==> config.mk <==
export PLATFORM = sky130hd
export DESIGN_NAME = text_vram_arbiter_flat
export DESIGN_NICKNAME = d
export VERILOG_FILES = /design/src/rtl/text_vram_pkg.sv /design/src/rtl/text_vram_arbiter_if.sv /design/src/rtl/text_vram_wfifo.sv /design/src/rtl/text_vram_arbiter.sv /design/src/flat_wrapper.sv
export SDC_FILE = /design/constraint.sdc
export NUM_CORES = 1
export LEC_CHECK = 0
export CORE_AREA = 5 5 152 118
export CTS_BUF_LIST = sky130_fd_sc_hd__clkbuf_4 sky130_fd_sc_hd__clkbuf_8 sky130_fd_sc_hd__clkbuf_16
export DETAILED_ROUTE_END_ITERATION = 6
export DIE_AREA = 0 0 157 123
export PLACE_DENSITY = 0.6
export SETUP_SLACK_MARGIN = 0.4
export SYNTH_ARGS = -nofsm -noshare
export SYNTH_HDL_FRONTEND = slang
export SYNTH_SLANG_ARGS = --single-unit
==> constraint.sdc <==
create_clock -name clk -period 3.8 [get_ports clk]
set_input_delay 1.14 -clock clk [delete_from_list [all_inputs] [get_ports clk]]
set_output_delay 1.14 -clock clk [all_outputs]
set_load 0.005 [all_outputs]
==> src/rtl/text_vram_pkg.sv <==
// Shared constants and types for the text VRAM arbiter.
package text_vram_pkg;
  localparam int TV_AW         = 12;
  localparam int TV_DW         = 8;
  localparam int TV_CELLS      = 2400;
  localparam int TV_FIFO_DEPTH = 4;

  typedef enum logic [1:0] {IDLE, DRAIN, CLEAR} state_t;

  typedef struct packed {
    logic [TV_AW-1:0] addr;
    logic [TV_DW-1:0] data;
  } wr_entry_t;
endpackage

==> src/rtl/text_vram_arbiter_if.sv <==
// Display, host and RAM-side signals of the text VRAM arbiter.
// HOST_READ_EN adds the host read channel.
interface text_vram_arbiter_if #(parameter int AW = 12, parameter int DW = 8);
  logic          disp_req;
  logic [AW-1:0] disp_addr;
  logic          disp_valid;
  logic [DW-1:0] disp_data;
  logic          wr_valid;
  logic          wr_ready;
  logic [AW-1:0] wr_addr;
  logic [DW-1:0] wr_data;
  logic          clr_start;
  logic [DW-1:0] clr_char;
  logic          busy;
  logic [AW-1:0] ram_addr;
  logic          ram_we;
  logic [DW-1:0] ram_wdata;
  logic [DW-1:0] ram_rdata;
`ifdef HOST_READ_EN
  logic          rd_valid;
  logic [AW-1:0] rd_addr;
  logic          rd_ready;
  logic          rd_dvalid;
  logic [DW-1:0] rd_data;

  modport master (
    output disp_req, disp_addr, wr_valid, wr_addr, wr_data, clr_start, clr_char, ram_rdata,
           rd_valid, rd_addr,
    input  disp_valid, disp_data, wr_ready, busy, ram_addr, ram_we, ram_wdata,
           rd_ready, rd_dvalid, rd_data
  );
  modport slave (
    input  disp_req, disp_addr, wr_valid, wr_addr, wr_data, clr_start, clr_char, ram_rdata,
           rd_valid, rd_addr,
    output disp_valid, disp_data, wr_ready, busy, ram_addr, ram_we, ram_wdata,
           rd_ready, rd_dvalid, rd_data
  );
`else
  modport master (
    output disp_req, disp_addr, wr_valid, wr_addr, wr_data, clr_start, clr_char, ram_rdata,
    input  disp_valid, disp_data, wr_ready, busy, ram_addr, ram_we, ram_wdata
  );
  modport slave (
    input  disp_req, disp_addr, wr_valid, wr_addr, wr_data, clr_start, clr_char, ram_rdata,
    output disp_valid, disp_data, wr_ready, busy, ram_addr, ram_we, ram_wdata
  );
`endif
endinterface

==> src/rtl/text_vram_wfifo.sv <==
// Host write queue: synchronous FIFO of packed {addr,data} entries.
module text_vram_wfifo #(
  parameter int W     = 20,
  parameter int DEPTH = 4
) (
  input  logic                     clk,
  input  logic                     rst,
  input  logic                     push,
  input  logic                     pop,
  input  logic [W-1:0]             din,
  output logic [W-1:0]             dout,
  output logic                     full,
  output logic                     empty,
  output logic [$clog2(DEPTH):0]   count
);
  localparam int PW = $clog2(DEPTH);

  logic [W-1:0]  mem [DEPTH];
  logic [PW-1:0] wp, rp;
  logic [PW:0]   cnt;

  always_ff @(posedge clk)
    if (push) mem[wp] <= din;

  always_ff @(posedge clk or posedge rst) begin
    if (rst) begin
      wp  <= '0;
      rp  <= '0;
      cnt <= '0;
    end else begin
      if (push) wp <= wp + PW'(1);
      if (pop)  rp <= rp + PW'(1);
      cnt <= cnt + (PW+1)'(push) - (PW+1)'(pop);
    end
  end

  assign dout  = mem[rp];
  assign full  = (cnt == (PW+1)'(DEPTH));
  assign empty = (cnt == '0);
  assign count = cnt;
endmodule

==> src/rtl/text_vram_arbiter.sv <==
// Single-port text RAM arbiter: display reads always win, queued host writes and
// the clear-screen fill use the leftover slots. HOST_READ_EN adds a host read port.
module text_vram_arbiter
  import text_vram_pkg::*;
#(
  parameter int AW         = TV_AW,
  parameter int DW         = TV_DW,
  parameter int CELLS      = TV_CELLS,
  parameter int FIFO_DEPTH = TV_FIFO_DEPTH
) (
  input logic clk,
  input logic rst,
  text_vram_arbiter_if.slave bus
);
  localparam int CW = $clog2(FIFO_DEPTH) + 1;

  state_t           state;
  logic [AW-1:0]    clr_cnt;
  logic [DW-1:0]    clr_chr;
  logic             wr_rdy, disp_vld;
  logic             push, pop, clr_wr, rd_go, full, empty, full_nx;
  logic [CW-1:0]    fcnt, fcnt_nx;
  logic [AW+DW-1:0] head;

  text_vram_wfifo #(.W(AW+DW), .DEPTH(FIFO_DEPTH)) u_wfifo (
    .clk(clk), .rst(rst), .push(push), .pop(pop),
    .din({bus.wr_addr, bus.wr_data}), .dout(head),
    .full(full), .empty(empty), .count(fcnt)
  );

`ifdef HOST_READ_EN
  logic rd_vld;
  // Host reads only go out with nothing queued, so they never overtake a write.
  assign bus.rd_ready  = (state == IDLE) && empty && !bus.disp_req;
  assign rd_go         = bus.rd_valid && bus.rd_ready;
  assign bus.rd_dvalid = rd_vld;
  assign bus.rd_data   = bus.ram_rdata;
  always_ff @(posedge clk or posedge rst)
    if (rst) rd_vld <= 1'b0;
    else     rd_vld <= rd_go;
`else
  assign rd_go = 1'b0;
`endif

  assign push    = bus.wr_valid && wr_rdy && !full;
  assign pop     = !bus.disp_req && !rd_go && !empty && (state != CLEAR);
  assign clr_wr  = !bus.disp_req && (state == CLEAR);
  assign fcnt_nx = fcnt + CW'(push) - CW'(pop);
  assign full_nx = (fcnt_nx == CW'(FIFO_DEPTH));

  always_comb begin
    bus.ram_addr  = bus.disp_addr;
    bus.ram_we    = 1'b0;
    bus.ram_wdata = head[DW-1:0];
`ifdef HOST_READ_EN
    if (rd_go) bus.ram_addr = bus.rd_addr;
`endif
    if (pop) begin
      bus.ram_addr = head[AW+DW-1:DW];
      bus.ram_we   = 1'b1;
    end
    if (clr_wr) begin
      bus.ram_addr  = clr_cnt;
      bus.ram_wdata = clr_chr;
      bus.ram_we    = 1'b1;
    end
  end

  // wr_ready drops on clr_start acceptance so nothing can slip in behind the clear.
  always_ff @(posedge clk or posedge rst) begin
    if (rst) begin
      state   <= IDLE;
      clr_cnt <= '0;
      clr_chr <= '0;
      wr_rdy  <= 1'b0;
    end else begin
      unique case (state)
        IDLE: begin
          wr_rdy <= !full_nx;
          if (bus.clr_start) begin
            clr_chr <= bus.clr_char;
            wr_rdy  <= 1'b0;
            state   <= (fcnt_nx != '0) ? DRAIN : CLEAR;
          end
        end
        DRAIN: if (fcnt_nx == '0) state <= CLEAR;
        CLEAR: if (clr_wr) begin
          if (clr_cnt == AW'(CELLS - 1)) begin
            state   <= IDLE;
            clr_cnt <= '0;
            wr_rdy  <= 1'b1;
          end else begin
            clr_cnt <= clr_cnt + AW'(1);
          end
        end
        default: state <= IDLE;
      endcase
    end
  end

  always_ff @(posedge clk or posedge rst)
    if (rst) disp_vld <= 1'b0;
    else     disp_vld <= bus.disp_req;

  assign bus.disp_valid = disp_vld;
  assign bus.disp_data  = bus.ram_rdata;
  assign bus.wr_ready   = wr_rdy;
  assign bus.busy       = (state != IDLE);
endmodule

==> src/flat_wrapper.sv <==
// flat-port wrapper written by rule: the top's interface ports become plain ports
module text_vram_arbiter_flat import text_vram_pkg::*;
#(
  parameter int AW         = TV_AW,
  parameter int DW         = TV_DW,
  parameter int CELLS      = TV_CELLS,
  parameter int FIFO_DEPTH = TV_FIFO_DEPTH
)
  (clk, rst, bus_disp_req, bus_disp_addr, bus_wr_valid, bus_wr_addr, bus_wr_data, bus_clr_start, bus_clr_char, bus_ram_rdata, bus_disp_valid, bus_disp_data, bus_wr_ready, bus_busy, bus_ram_addr, bus_ram_we, bus_ram_wdata);
  text_vram_arbiter_if #(.AW(AW), .DW(DW)) bus_i ();
  input logic clk;
  input logic rst;
  input wire logic [$bits(bus_i.disp_req)-1:0] bus_disp_req;
  input wire logic [$bits(bus_i.disp_addr)-1:0] bus_disp_addr;
  input wire logic [$bits(bus_i.wr_valid)-1:0] bus_wr_valid;
  input wire logic [$bits(bus_i.wr_addr)-1:0] bus_wr_addr;
  input wire logic [$bits(bus_i.wr_data)-1:0] bus_wr_data;
  input wire logic [$bits(bus_i.clr_start)-1:0] bus_clr_start;
  input wire logic [$bits(bus_i.clr_char)-1:0] bus_clr_char;
  input wire logic [$bits(bus_i.ram_rdata)-1:0] bus_ram_rdata;
  output wire logic [$bits(bus_i.disp_valid)-1:0] bus_disp_valid;
  output wire logic [$bits(bus_i.disp_data)-1:0] bus_disp_data;
  output wire logic [$bits(bus_i.wr_ready)-1:0] bus_wr_ready;
  output wire logic [$bits(bus_i.busy)-1:0] bus_busy;
  output wire logic [$bits(bus_i.ram_addr)-1:0] bus_ram_addr;
  output wire logic [$bits(bus_i.ram_we)-1:0] bus_ram_we;
  output wire logic [$bits(bus_i.ram_wdata)-1:0] bus_ram_wdata;
  assign bus_i.disp_req = bus_disp_req;
  assign bus_i.disp_addr = bus_disp_addr;
  assign bus_i.wr_valid = bus_wr_valid;
  assign bus_i.wr_addr = bus_wr_addr;
  assign bus_i.wr_data = bus_wr_data;
  assign bus_i.clr_start = bus_clr_start;
  assign bus_i.clr_char = bus_clr_char;
  assign bus_i.ram_rdata = bus_ram_rdata;
  assign bus_disp_valid = bus_i.disp_valid;
  assign bus_disp_data = bus_i.disp_data;
  assign bus_wr_ready = bus_i.wr_ready;
  assign bus_busy = bus_i.busy;
  assign bus_ram_addr = bus_i.ram_addr;
  assign bus_ram_we = bus_i.ram_we;
  assign bus_ram_wdata = bus_i.ram_wdata;
  text_vram_arbiter #(.AW(AW), .DW(DW), .CELLS(CELLS), .FIFO_DEPTH(FIFO_DEPTH)) u_core (.clk(clk), .rst(rst), .bus(bus_i));
endmodule
==> flow_summary.json <==
{
  "fp.dieArea_sq_um": 19310,
  "syn-cell-area_sq_um": 4756,
  "fin_area_sq_um": 6254,
  "gp_congestion": 0.7550,
  "antenna_found_initial": 4,
  "path_clk_slew_ns": 0.07,
  "ys_seq_area_frac": 0.6682,
  "grt_usage": 0.1149,
  "netlist.area_leader.share": 0.5051,
  "viasPerCell": 4.603,
  "fmax_mhz": 293.9,
  "cts_buffers": 9,
  "core_sq_um": 16360,
  "yosys_warnings": 0,
  "drc": 0,
  "clkPwrFrac": 0.227,
  "rsz0062_at_grt": "yes",
  "hold_viol": 0,
  "final_layout_size_suffix_gt1_frac": 0.2411,
  "netlist-cell-type-count": 36,
  "clk_latency_ns": 0.35,
  "gr-total-overflow": 0,
  "nFillCells": 1525,
  "grt_pass1_wl_um": 16680,
  "dp_cells": 611,
  "cap_violations": 0,
  "syn_inst": 327,
  "final_common_cell": "edfxtp_1",
  "status": "complete, no violations",
  "synth_seq_cells": 111,
  "slew_headroom": 0.6077,
  "synth_top_cell_by_area": "edfxtp_1",
  "crit_chain": "buf_8 -> or3b_4 -> buf_12 -> buf_16 -> nor2_4 -> a21oi_2 -> buf_2",
  "p_leak_nw": 2.339,
  "cts-root-buf": "clkbuf_16",
  "stdcell_count": 634,
  "drt_iter0_drc": 120,
  "required_ns": 2.66,
  "rows": 41,
  "tightest_slew_ns": 0.5839,
  "setup_viol": 0,
  "cp_max_fo": 6,
  "cp.buffers_inverters": 4,
  "multiInputGateArea_sq_um": 1494,
  "hp-class": "flip-flop to flip-flop",
  "layout_common_cells": "80 x edfxtp_1, 48 x nand2_1, 46 x clkdlybuf4s50_1",
  "mappedNetlistNets": 388,
  "pwr-share-seq": 0.425,
  "syn_to_final_growth_pct": 31.49,
  "ant_nets": 0,
  "utilization": 0.3821,
  "power.internal_mw": 2.776,
  "pwr-share-comb": 0.348,
  "grt_pass1_vias": 2961,
  "cts_tree": "built",
  "swShare": 0.3082,
  "pwr_density_cell_nw_per_um2": 641.6,
  "startpoint_type": "primary input",
  "regArea_sq_um": 3179,
  "fin_crit_ns": 3.402,
  "finalMaxSlewViolations": 0,
  "crit_arrival_ns": 2.26,
  "n_antenna_cell": 0,
  "grt_max_degree": 32,
  "vias": 2918,
  "skew_ns": 0.007929,
  "hpwlAfterDp_um": 7238,
  "critPathSlowestCell": "or3b_4",
  "endpoint_kind": "output pin",
  "place_area_sq_um": 5799,
  "slowest_delay_ns": 0.46,
  "wl_per_cell_um": 16.82,
  "cts_sinks": 111,
  "cts_buffer_depth": 2,
  "io_pins": 85,
  "final_nets": 475,
  "die_h_um": 123,
  "cts_hold_repair.buffers": 0,
  "criticalPathCategory": "primary input to output pin",
  "wirelength_um": 10660,
  "die_w_um": 157,
  "ir_worst_vdd_mv": 0.2530,
  "timing.final.crit_share": 0.8954,
  "dr.pass1.iters": 4,
  "netlist_top_cells_area": "edfxtp_1 51%, dfrtp_1 16%, mux4_2 9.5%",
  "portBuffers": 68,
  "start_util": 0.2906,
  "p_sw_mw": 1.237,
  "htree_num_levels": 3,
  "avgSynthCellArea_sq_um": 14.54,
  "critPathTopFamily": "simple AND/OR/NAND/NOR gates"
}
path summary, 6_finish.rpt:
check	endpoint	start	depth (start not counted)	slack, ns
min	u_core.clr_chr[4]$_DFFE_PP0P_	u_core.clr_chr[4]$_DFFE_PP0P_	1	0.51
max in group asynchronous	u_core.u_wfifo.rp[1]$_DFFE_PP0N_	rst	3	2.27
max reg2reg	u_core.bus.wr_ready$_DFFE_PP0P_	u_core.state[0]$_DFFE_PP0P_	12	1.06
min in group asynchronous	u_core.u_wfifo.count[0]$_DFF_PP0_	rst	3	1.20
min reg2reg	u_core.clr_chr[4]$_DFFE_PP0P_	u_core.clr_chr[4]$_DFFE_PP0P_	1	0.51
max	bus_ram_addr[1]	bus_disp_req	7	0.40
per-layer routing:
| layer | share of wire | GRT usage | wire length, um |
|---|---|---|---|
| met1 | 0.44 | 0.1479 | 4653 |
| met2 | 0.48 | 0.1814 | 5067 |
| met4 | 0.013 | 0.02710 | 138 |
| met3 | 0.070 | 0.04899 | 749 |
| met5 | 0.0048 | 0 | 51 |
cell type report:
| type | count | area share |
|---|---|---|
| Multi-Input combinational cell | 185 | 0.2389 |
| Tap cell | 215 | 0.04302 |
| Inverter | 11 | 0.006603 |
| Timing Repair Buffer | 96 | 0.1557 |
| Sequential cell | 111 | 0.5084 |
| Clock buffer | 11 | 0.03942 |
| Clock inverter | 5 | 0.008003 |
stage by stage:
step	hold slack, ns	worst slack, ns	power (mW)	TNS, ns
floorplan	0.4806	0.5941	2.501	0
CTS	0.5170	0.3784	4.045	0
detailed placement	0.4998	-0.2924	3.172	-4.952
global route	0.5293	0.3472	4.271	0
finish	0.5121	0.3975	4.013	0
global placement	0.4928	-0.2533	3.128	-4.686
cells by family after synthesis:
group,share of synthesized area
simple gates,0.1055
compound gates,0.03262
fa+ha+maj,0.02262
xor+xnor,0.02578
buf+inv,0.03157
mux,0.1137
flops,0.6682
power groups by stage:
stage,Sequential [mW],Combinational (mW),Clock [mW]
2_1_floorplan,1.66,0.838,0
3_3_place_gp,1.72,1.41,0
3_5_place_dp,1.73,1.44,0
4_1_cts,1.71,1.40,0.939
5_1_grt,1.74,1.55,0.988
6_report,1.71,1.40,0.910
registers in the layout, summed over array words and instances, names as in the netlist, 2 cells and up:
register / cells
u_core.u_wfifo.rp: 2
u_core.u_wfifo.count: 3
u_core.u_wfifo.wp: 2
u_core.u_wfifo.mem: 80
u_core.clr_cnt: 12
u_core.clr_chr: 8
u_core.state: 2
Yosys cell counts:
master	n
and2_1	4
o31ai_1	1
nor2_2	1
o311a_1	1
xnor2_1	9
o311ai_1	1
or4_1	1
and3_1	1
nor2b_1	1
buf_2	3
or2_2	1
nand3_1	9
fa_1	1
xor2_1	5
nor3_1	7
nand2b_1	3
or3b_1	1
buf_1	1
nor3b_4	1
o2bb2ai_1	1
nand3_2	1
buf_4	8
nand4_1	5
nand2_1	49
mux2_2	8
nor4b_1	1
clkbuf_1	8
a21oi_1	21
inv_1	11
and4_1	1
dfrtp_1	31
mux4_2	20
nor2_1	20
ha_1	7
o21ai_0	3
edfxtp_1	80
worst register-to-register path, cell delays in order (launching register included):
cell,delay (ns)
dfrtp_1,0.45
nand2b_1,0.22
o311ai_2,0.10
inv_1,0.15
buf_4,0.16
ha_1,0.26
inv_1,0.04
ha_1,0.18
fa_1,0.38
xnor2_1,0.26
xnor2_2,0.13
a21oi_1,0.18
o311a_1,0.18
repair_timing:
action                                  CTS  global route
endpoints found under the setup margin   24            16
pin swaps                                 8             1
buffers inserted                          3             1
gates cloned                              3             0
resized for setup                        77            11
Power figures use the tool's default switching activity.
